==> config.mk <==
export PLATFORM = sky130hd
export DESIGN_NAME = line_raster_engine
export DESIGN_NICKNAME = d
export VERILOG_FILES = /design/src/rtl/line_raster_engine.sv
export SDC_FILE = /design/constraint.sdc
export NUM_CORES = 1
export LEC_CHECK = 0
export BUFFER_PORTS_ARGS = -buffer_cell sky130_fd_sc_hd__buf_2
export CORE_MARGIN = 2
export CORE_UTILIZATION = 67
export CTS_CLUSTER_DIAMETER = 200
export DETAILED_ROUTE_END_ITERATION = 6
export GPL_TIMING_DRIVEN = 1
export PLACE_DENSITY = 0.95
export SLEW_MARGIN = 20
export SYNTH_ARGS = -nofsm -noshare
export SYNTH_HDL_FRONTEND = slang
export SYNTH_SLANG_ARGS = --single-unit
==> constraint.sdc <==
create_clock -name clk -period 16.75 [get_ports clk]
set_clock_uncertainty 0.15 [all_clocks]
set_input_delay 1.675 -clock clk [delete_from_list [all_inputs] [get_ports clk]]
set_output_delay 1.675 -clock clk [all_outputs]
set_load 0.02 [all_outputs]
==> src/rtl/line_raster_engine.sv <==
// line_raster_engine: all-octant Bresenham line rasteriser with screen clipping,
// linear framebuffer address generation and a valid/ready pixel write stream.
module line_raster_engine #(
    parameter int unsigned          COORD_W  = 16,
    parameter int unsigned          ADDR_W   = 32,
    parameter int unsigned          DATA_W   = 32,
    parameter int                   FB_W     = 640,
    parameter int                   FB_H     = 480,
    parameter logic [ADDR_W-1:0]    FB_BASE  = '0,
    parameter int unsigned          BYTES_PP = 4
) (
    input  logic                      clk,
    input  logic                      rst,
    input  logic                      start,
    input  logic signed [COORD_W-1:0] x0,
    input  logic signed [COORD_W-1:0] y0,
    input  logic signed [COORD_W-1:0] x1,
    input  logic signed [COORD_W-1:0] y1,
    input  logic [DATA_W-1:0]         color,
    output logic                      busy,
    output logic                      done,
    output logic                      pix_valid,
    input  logic                      pix_ready,
    output logic [ADDR_W-1:0]         pix_addr,
    output logic [DATA_W-1:0]         pix_data,
    output logic [15:0]               pix_count
);

    // Delta (|d| up to 2^COORD_W-1), error term and doubled-error widths.
    localparam int unsigned DW     = COORD_W + 1;
    localparam int unsigned EW     = COORD_W + 2;
    localparam int unsigned E2W    = COORD_W + 3;
    localparam int unsigned BPP_SH = $clog2(BYTES_PP);

    localparam logic [ADDR_W-1:0]         STRIDE = ADDR_W'(FB_W);
    localparam logic signed [COORD_W-1:0] ONE    = COORD_W'(1);

    typedef enum logic [1:0] {
        S_IDLE  = 2'd0,
        S_SETUP = 2'd1,
        S_EMIT  = 2'd2,
        S_DONE  = 2'd3
    } state_t;

    state_t                      state_q, state_d;
    logic signed [COORD_W-1:0]   x1_q, x1_d;
    logic signed [COORD_W-1:0]   y1_q, y1_d;
    logic signed [COORD_W-1:0]   cur_x_q, cur_x_d;
    logic signed [COORD_W-1:0]   cur_y_q, cur_y_d;
    logic signed [DW-1:0]        dx_q, dx_d;
    logic signed [DW-1:0]        dy_q, dy_d;
    logic signed [EW-1:0]        err_q, err_d;
    logic                        sx_neg_q, sx_neg_d;
    logic                        sy_neg_q, sy_neg_d;
    logic                        busy_q, busy_d;
    logic                        done_q, done_d;
    logic                        pix_valid_q, pix_valid_d;
    logic [ADDR_W-1:0]           pix_addr_q, pix_addr_d;
    logic [DATA_W-1:0]           pix_data_q, pix_data_d;
    logic [15:0]                 pix_count_q, pix_count_d;

    logic signed [DW-1:0]        diff_x, diff_y, abs_dx, abs_dy;
    logic signed [E2W-1:0]       e2;
    logic                        step_x, step_y;
    logic signed [COORD_W-1:0]   nxt_x, nxt_y;
    logic signed [EW-1:0]        nxt_err;
    logic                        cur_inb, nxt_inb, at_end;
    logic [ADDR_W-1:0]           cur_addr, nxt_addr;

    // Pixel lies inside the visible framebuffer.
    function automatic logic in_bounds(input logic signed [COORD_W-1:0] px,
                                       input logic signed [COORD_W-1:0] py);
        return (px >= 0) && (int'(px) < FB_W) && (py >= 0) && (int'(py) < FB_H);
    endfunction

    // Byte address of an in-bounds pixel, wrapped to ADDR_W.
    function automatic logic [ADDR_W-1:0] addr_of(input logic signed [COORD_W-1:0] px,
                                                  input logic signed [COORD_W-1:0] py);
        logic [ADDR_W-1:0] lin;
        lin = ADDR_W'(py) * STRIDE + ADDR_W'(px);
        return FB_BASE + (lin << BPP_SH);
    endfunction

    // Setup deltas, next Bresenham step and clip/address of current and next pixel.
    always_comb begin
        diff_x  = DW'(x1_q) - DW'(cur_x_q);
        diff_y  = DW'(y1_q) - DW'(cur_y_q);
        abs_dx  = diff_x[DW-1] ? -diff_x : diff_x;
        abs_dy  = diff_y[DW-1] ? -diff_y : diff_y;
        e2      = {err_q, 1'b0};
        step_x  = (e2 >= E2W'(dy_q));
        step_y  = (e2 <= E2W'(dx_q));
        nxt_x   = cur_x_q;
        nxt_y   = cur_y_q;
        nxt_err = err_q;
        if (step_x) begin
            nxt_err = nxt_err + EW'(dy_q);
            nxt_x   = sx_neg_q ? (cur_x_q - ONE) : (cur_x_q + ONE);
        end
        if (step_y) begin
            nxt_err = nxt_err + EW'(dx_q);
            nxt_y   = sy_neg_q ? (cur_y_q - ONE) : (cur_y_q + ONE);
        end
        cur_inb  = in_bounds(cur_x_q, cur_y_q);
        nxt_inb  = in_bounds(nxt_x, nxt_y);
        cur_addr = addr_of(cur_x_q, cur_y_q);
        nxt_addr = addr_of(nxt_x, nxt_y);
        at_end   = (cur_x_q == x1_q) && (cur_y_q == y1_q);
    end

    // Next-state and output register logic.
    always_comb begin
        logic resolve;
        state_d     = state_q;
        x1_d        = x1_q;
        y1_d        = y1_q;
        cur_x_d     = cur_x_q;
        cur_y_d     = cur_y_q;
        dx_d        = dx_q;
        dy_d        = dy_q;
        err_d       = err_q;
        sx_neg_d    = sx_neg_q;
        sy_neg_d    = sy_neg_q;
        busy_d      = busy_q;
        done_d      = 1'b0;
        pix_valid_d = pix_valid_q;
        pix_addr_d  = pix_addr_q;
        pix_data_d  = pix_data_q;
        pix_count_d = pix_count_q;
        resolve     = 1'b0;

        case (state_q)
            S_IDLE: begin
                busy_d = 1'b0;
                if (start) begin
                    x1_d        = x1;
                    y1_d        = y1;
                    cur_x_d     = x0;
                    cur_y_d     = y0;
                    pix_data_d  = color;
                    pix_count_d = '0;
                    busy_d      = 1'b1;
                    state_d     = S_SETUP;
                end
            end
            S_SETUP: begin
                dx_d     = abs_dx;
                dy_d     = -abs_dy;
                err_d    = EW'(abs_dx) - EW'(abs_dy);
                sx_neg_d = !(cur_x_q < x1_q);
                sy_neg_d = !(cur_y_q < y1_q);
                state_d  = S_EMIT;
            end
            S_EMIT: begin
                // A presented beat resolves on handshake; an unpresented pixel is
                // either loaded (first pixel) or resolved at once when clipped.
                if (pix_valid_q) begin
                    resolve = pix_ready;
                end else if (cur_inb) begin
                    pix_valid_d = 1'b1;
                    pix_addr_d  = cur_addr;
                end else begin
                    resolve = 1'b1;
                end

                if (resolve) begin
                    if (pix_valid_q && (pix_count_q != 16'hFFFF)) begin
                        pix_count_d = pix_count_q + 16'd1;
                    end
                    if (at_end) begin
                        pix_valid_d = 1'b0;
                        done_d      = 1'b1;
                        state_d     = S_DONE;
                    end else begin
                        cur_x_d     = nxt_x;
                        cur_y_d     = nxt_y;
                        err_d       = nxt_err;
                        pix_valid_d = nxt_inb;
                        if (nxt_inb) begin
                            pix_addr_d = nxt_addr;
                        end
                    end
                end
            end
            S_DONE: begin
                busy_d  = 1'b0;
                state_d = S_IDLE;
            end
            default: begin
                state_d = S_IDLE;
            end
        endcase
    end

    // State and datapath registers with synchronous reset.
    always_ff @(posedge clk) begin
        if (rst) begin
            state_q     <= S_IDLE;
            x1_q        <= '0;
            y1_q        <= '0;
            cur_x_q     <= '0;
            cur_y_q     <= '0;
            dx_q        <= '0;
            dy_q        <= '0;
            err_q       <= '0;
            sx_neg_q    <= 1'b0;
            sy_neg_q    <= 1'b0;
            busy_q      <= 1'b0;
            done_q      <= 1'b0;
            pix_valid_q <= 1'b0;
            pix_addr_q  <= '0;
            pix_data_q  <= '0;
            pix_count_q <= '0;
        end else begin
            state_q     <= state_d;
            x1_q        <= x1_d;
            y1_q        <= y1_d;
            cur_x_q     <= cur_x_d;
            cur_y_q     <= cur_y_d;
            dx_q        <= dx_d;
            dy_q        <= dy_d;
            err_q       <= err_d;
            sx_neg_q    <= sx_neg_d;
            sy_neg_q    <= sy_neg_d;
            busy_q      <= busy_d;
            done_q      <= done_d;
            pix_valid_q <= pix_valid_d;
            pix_addr_q  <= pix_addr_d;
            pix_data_q  <= pix_data_d;
            pix_count_q <= pix_count_d;
        end
    end

    assign busy      = busy_q;
    assign done      = done_q;
    assign pix_valid = pix_valid_q;
    assign pix_addr  = pix_addr_q;
    assign pix_data  = pix_data_q;
    assign pix_count = pix_count_q;

endmodule

# [Word-level counts from Yosys, hierarchy flattened]
# Cells that the tools add are included.
[word_totals] input_bits=100 out_inout_bits=83 register_bits=203 elab_cells=120
[classes] n_eq_ne=11 bitwise=2 mul=2 order_cmp=12 reduce_logical=20 mux=42 addsub=15
[op_table] op="$mux 16" n=13
[op_table] op="$mux 32" n=5
[op_table] op="$pmux 16 s2" n=3
[op_table] op="$mux 18" n=4
[op_table] op="$ge 16x1->1 const B" n=4
[op_table] op="$mul 32x3->23 const B" n=2
[op_table] op="$add 30x30->30" n=2
[op_table] op="$neg 17->17" n=3
[op_table] op="$add 18x17->18" n=2
[op_table] op="$pmux 18 s2" n=1
[op_table] op="$mux 17" n=2
[op_table] op="$sub 16x16->17" n=2
[op_table] op="$add 16x2->16 const B" n=2
[op_table] op="$eq 16x16->1" n=2
[op_table] op="$lt 16x10->1 const B" n=2
[op_table] op="$lt 16x11->1 const B" n=2
[op_table] op="$lt 16x16->1" n=2
[op_table] op="$sub 16x2->16 const B" n=2
[op_table] op="$ge 19x17->1" n=1
[op_table] op="$le 19x17->1" n=1
[op_table] op="$sub 17x17->18" n=1
[op_table] op="$add 16x1->16 const B" n=1
[op_table] op="$ne 16x16->1 const B" n=1
[op_table] op="$ne 2x2->1 const B" n=5
[op_table] op="15 further kinds" n=39

# [Longest topological paths before layout]
[logic_depth] ltp_word=10 depth_mapped=33

# [Worst setup path after synthesis]
# No wires, ideal clock.
[synth_timing] kind="register to register" from="register dx_q[8]" to="register pix_addr_q[30], in the netlist pix_addr[30]" t_arrival_ns=6.461 setup_slack_ns=10.053 path_buffers=1 period_less_slack_ns=6.697 path_stages_with_launch=30 required_time_ns=16.514 path_cell_list="dfxtp_1 > inv_1 > ha_1 > a211oi_2 > nor2_1 > a2111oi_1 > o22a_1 > clkbuf_1 > mux2i_1 > inv_1 > ha_1 > ha_1 > fa_1 > a21o_1 > a21oi_1 > o21bai_1 > a21oi_1 > o21bai_1 > a21oi_1 > xnor2_1 > ha_1 > and4_1 > nand2_1 > o211ai_1 > a21oi_1 > o21bai_1 > a2111oi_0 > a21oi_1 > xnor2_1 > a211oi_1"
[synth_between] elab_chain_cells=8 elab_cells_between_ends=11 cone_classes="add/sub (1); mul (1); order compare (3); mux (4); reduce/logical (2)"
[synth_rtl] item="from (decl)" line="50" text="logic signed [DW-1:0] dx_q, dx_d;"
[synth_rtl] item="from (signal assigned)" line="203" text="dx_q <= '0;"
[synth_rtl] item="from (signal assigned)" line="220" text="dx_q <= dx_d;"
[synth_rtl] item="$le 19x17->1 (*)" line="92" text="step_y = (e2 <= E2W'(dx_q));"
[synth_rtl] item="$mux 16 (*)" line="100" text="if (step_y) begin"
[synth_rtl] item="parallel branches: the longest is 3 deep, another holds $mul 32x3->23"
[synth_rtl] item="$mux 32 (*)" line="179" text="if (nxt_inb) begin"
[synth_rtl] item="$mux 32 (*)" line="170" text="if (at_end) begin"
[synth_rtl] item="$mux 32 (*)" line="166" text="if (resolve) begin"
[synth_rtl] item="to (signal assigned)" line="228" text="pix_addr_q <= pix_addr_d;"
[synth_rtl] item="to (decl)" line="58" text="logic [ADDR_W-1:0] pix_addr_q, pix_addr_d;"
# Every way passes the cells marked *.
# A chain may end at the register's enable or synchronous reset.

# [Worst setup path in the final report]
[layout_timing] from="register dx_q[6]" to="register pix_addr_q[28], in the netlist pix_addr[28]"
# Same word-level chain as after synthesis.

==> Implementation_results.wiki <==
{| class="wikitable"
! Metric !! Value
|-
| Startpoint of the worst setup timing path || dx_q[6]
|-
| Total clock sinks || 203
|-
| Critical path class || reg -> reg
|-
| CP dominant cell by count || a21oi_1
|-
| Drc violations || 0
|-
| Vertical extent of the die || 179 um
|-
| Worst slack after detailed placement || ~9 ns
|-
| Number of instances in the synthesized netlist || 2,721
|-
| Vias in the first global route || 19,900
|-
| Core area || between 30,000 and 40,000 um^2
|-
| Standard cell with the maximum stage delay on the critical path || a2111oi_1
|-
| Clock transition at the register clock pins on the worst setup and hold paths after CTS || ~0.060 ns
|-
| Worst-skew pair later-pin latency || 0.58 ns
|-
| Number of synthesized flops with an enable pin || 0
|-
| Sequential cell area fraction in the yosys report || 0.198
|-
| Mapped Nets || ~3,000
|-
| Die ar. || between 30,000 and 40,000 um^2
|-
| HPWL after DPL || 50.6 mm
|-
| Gpl congestion || ~0.99
|-
| Headroom to the max-slew limit || 0.273
|-
| Clock tree buffer depth || 3
|-
| Crit path capture || pix_addr[28]
|-
| Per-cell routed wire length || 20.5 um
|-
| Width of the die || ~180 um
|-
| CTS H-Tree Depth || 1
|-
| Max-Cap Viols || 0
|-
| Endpoint of the most critical register-to-register path || pix_addr[28]
|-
| Worst Setup End Kind || flip-flop
|-
| Overall fraction of global-route tracks in use || 0.405
|-
| Post-Synthesis Mean Instance Area || 7.53 um^2
|-
| Routed via count divided by cell count || between 6 and 7
|-
| Worst Hold Launch || pix_data[0]
|-
| Remaining global-route overflow || 0
|-
| Diode count || 0
|-
| # IOs || 183
|-
| FFs w/ async S/R, synth || 0
|-
| Post-Route Setup TNS || 0 ns
|-
| Final period utilization || 0.463
|-
| Netlist Area Pre-Place || 20,500 um^2
|-
| Pins Over Slew Limit || 0
|-
| Routed Wire Length || roughly 67 mm
|-
| Upper clock frequency limit || ~130 MHz
|-
| Post-synthesis to final-layout area growth || 9.49%
|-
| Net count reported at finish || 3,202
|-
| Cell at the root of the clock tree || clkbuf_16
|-
| Register-to-register path setup slack || between 8 and 9 ns
|-
| Critical path's largest stage delay || 0.82 ns
|-
| Netlist cell types || 98
|-
| Global-route wire length before repair || 104 mm
|-
| TritonCTS clock tree || built
|-
| Kind of launch point of the worst setup path || flip-flop
|-
| Most used standard cell by instance count after synthesis || nand2_1
|-
| Starting Density || 0.675
|-
| Largest net degree at the start of global routing || 115
|-
| Biggest area contributors in the synthesized netlist || dfxtp_1 (20%), ha_1 (15%), a21oi_1 (6.6%), nand2_1 (5.6%), xnor2_1 (5.1%)
|-
| Number of nets with antenna violations after detailed routing || 0
|-
| Minimum period implied by the final worst setup slack || 7.76 ns
|-
| Layout cells sized above 1 || 0.108
|-
| Number of hold-repair buffers added at the cts stage || 0
|-
| Data arrival at the endpoint of the critical path || 8.07 ns
|-
| Data required time of the worst path || 17.06 ns
|-
| Unrepaired setup endpoints after global routing || false
|-
| Yosys top cell by area || dfxtp_1
|-
| Postcts setup bufs || 0
|-
| PostCTS Resize Cnt || 0
|-
| Transition time of the tightest slew-check pin || roughly 1.1 ns
|-
| Crit-path max FO || between 40 and 50
|-
| FF+latch count, synth || 203
|-
| Worst r2r path cells || 30
|-
| Number of antenna violations at the first check in global routing || 1
|-
| Outcome || completed
|-
| Yosys warning total || 0
|-
| Num rows || 64
|-
| Finish-stage setup viols || 0
|-
| Area share of the leading cell type in the synthesized netlist || 0.198
|-
| First-pass DRT Iterations || 6
|-
| Flip-flop cell with the highest count after synthesis || dfxtp_1
|-
| Reg2Reg Launch Point || dx_q[6]
|-
| Hold Violations, Final || 0
|-
| Most frequent cells after synthesis || nand2_1 (308), a21oi_1 (270), nor2_1 (264), ha_1 (251), dfxtp_1 (203)
|-
| Type of the worst min-delay path || reg -> reg
|-
| Total vias in the final route || 21,700
|-
| Iter 0 DRT Violations || 2,450
|-
| Least setup slack across all paths after layout || about 9.0 ns
|-
| Quantity of I/O buffers inserted on ports || ~180
|-
| Total clock buffers created by CTS || 25
|}
sequential cells by signal, indices dropped and copies added (netlist names):
signal,cells
sy_neg_q,1
busy,1
pix_count,16
pix_addr,32
dy_q,17
x1_q,16
y1_q,16
cur_x_q,16
dx_q,17
sx_neg_q,1
pix_data,32
pix_valid,1
err_q,18
cur_y_q,16
done,1
state_q,2
kinds of logic after synthesis:
kind of cell,after synthesis,synth area share
simple gates,955,0.222
compound gates,796,0.258
fa+ha+maj,262,0.164
buf+inv,258,0.0486
xor+xnor,208,0.0897
flops,203,0.198
mux,39,0.0194
layout by cell type (no fill, tap or decap), drive strengths merged, types with 11 or more instances in the layout:
cell,count
fa,11
or2,22
a211oi,63
o21ai,118
nand4,24
buf,198
nor4,14
nand2,309
nor3,66
nand3,67
o21a,39
clkbuf,28
ha,251
nor2b,34
o211ai,23
a311oi,20
or3,33
nand2b,30
and3,19
a31oi,28
a2111oi,16
inv,154
o31ai,11
a211o,12
dfxtp,203
and2,20
o22ai,14
a21o,50
o21bai,21
xor2,87
nor2,267
mux2i,33
a21oi,270
xnor2,121
o211a,15
per-stage QoR:
| stage | instance area, um^2 | hold slack (ns) | utilization | std cells |
|---|---|---|---|---|
| 2_1_floorplan | 20500 | 0.286 | - | 2721 |
| 5_1_grt | 22400 | 0.325 | 0.739 | 3255 |
| 3_3_place_gp | 21600 | 0.289 | 0.713 | 3209 |
| 6_report | 22400 | 0.308 | 0.739 | 3255 |
| 3_5_place_dp | 21600 | 0.297 | 0.713 | 3209 |
| 4_1_cts | 22400 | 0.307 | 0.739 | 3255 |
final cells by class:
| cell class | instances | area, um^2 |
|---|---|---|
| timing repair buffer | 198 | 1040 |
| multi-input combinational | 2260 | 15500 |
| tap | 396 | 495 |
| clock inverter | 18 | 151 |
| fill | 2343 | 7930 |
| inverter | 152 | 571 |
| clock buffer | 28 | 647 |
| sequential | 203 | 4060 |
layer usage:
layer | global-route usage | share of wire | vias to the layer above
met5 | 0 | 0.00015 | -
met2 | 0.641 | 0.43 | 1342
met1 | 0.524 | 0.39 | 10000
li1 | - | - | 10100
met3 | 0.0912 | 0.12 | 234
met4 | 0.184 | 0.050 | 2
worst min path at each step:
stage | end | slack, ns | depth (start not counted)
after floorplan | x1_q[0] | 0.29 | 2
after global placement | pix_data[23] | 0.29 | 2
after detailed placement | pix_data[10] | 0.30 | 2
after CTS | pix_data[10] | 0.31 | 2
after global routing | pix_data[0] | 0.33 | 2
final | pix_data[0] | 0.31 | 2
worst max-delay path, delay by kind of cell (launching register included):
family                   cells  cell delay, ns
AO/OA/AOI/OAI               16            4.22
XOR/XNOR                     2            0.35
adder cells (fa/ha/maj)      5            1.50
buffers and inverters        3            0.53
flip-flops                   1            0.36
AND/OR/NAND/NOR              4            0.53
Power is left out: the tool's default activity adds up to more than one toggle a clock period on the data nets, which glitch-free logic cannot reach.
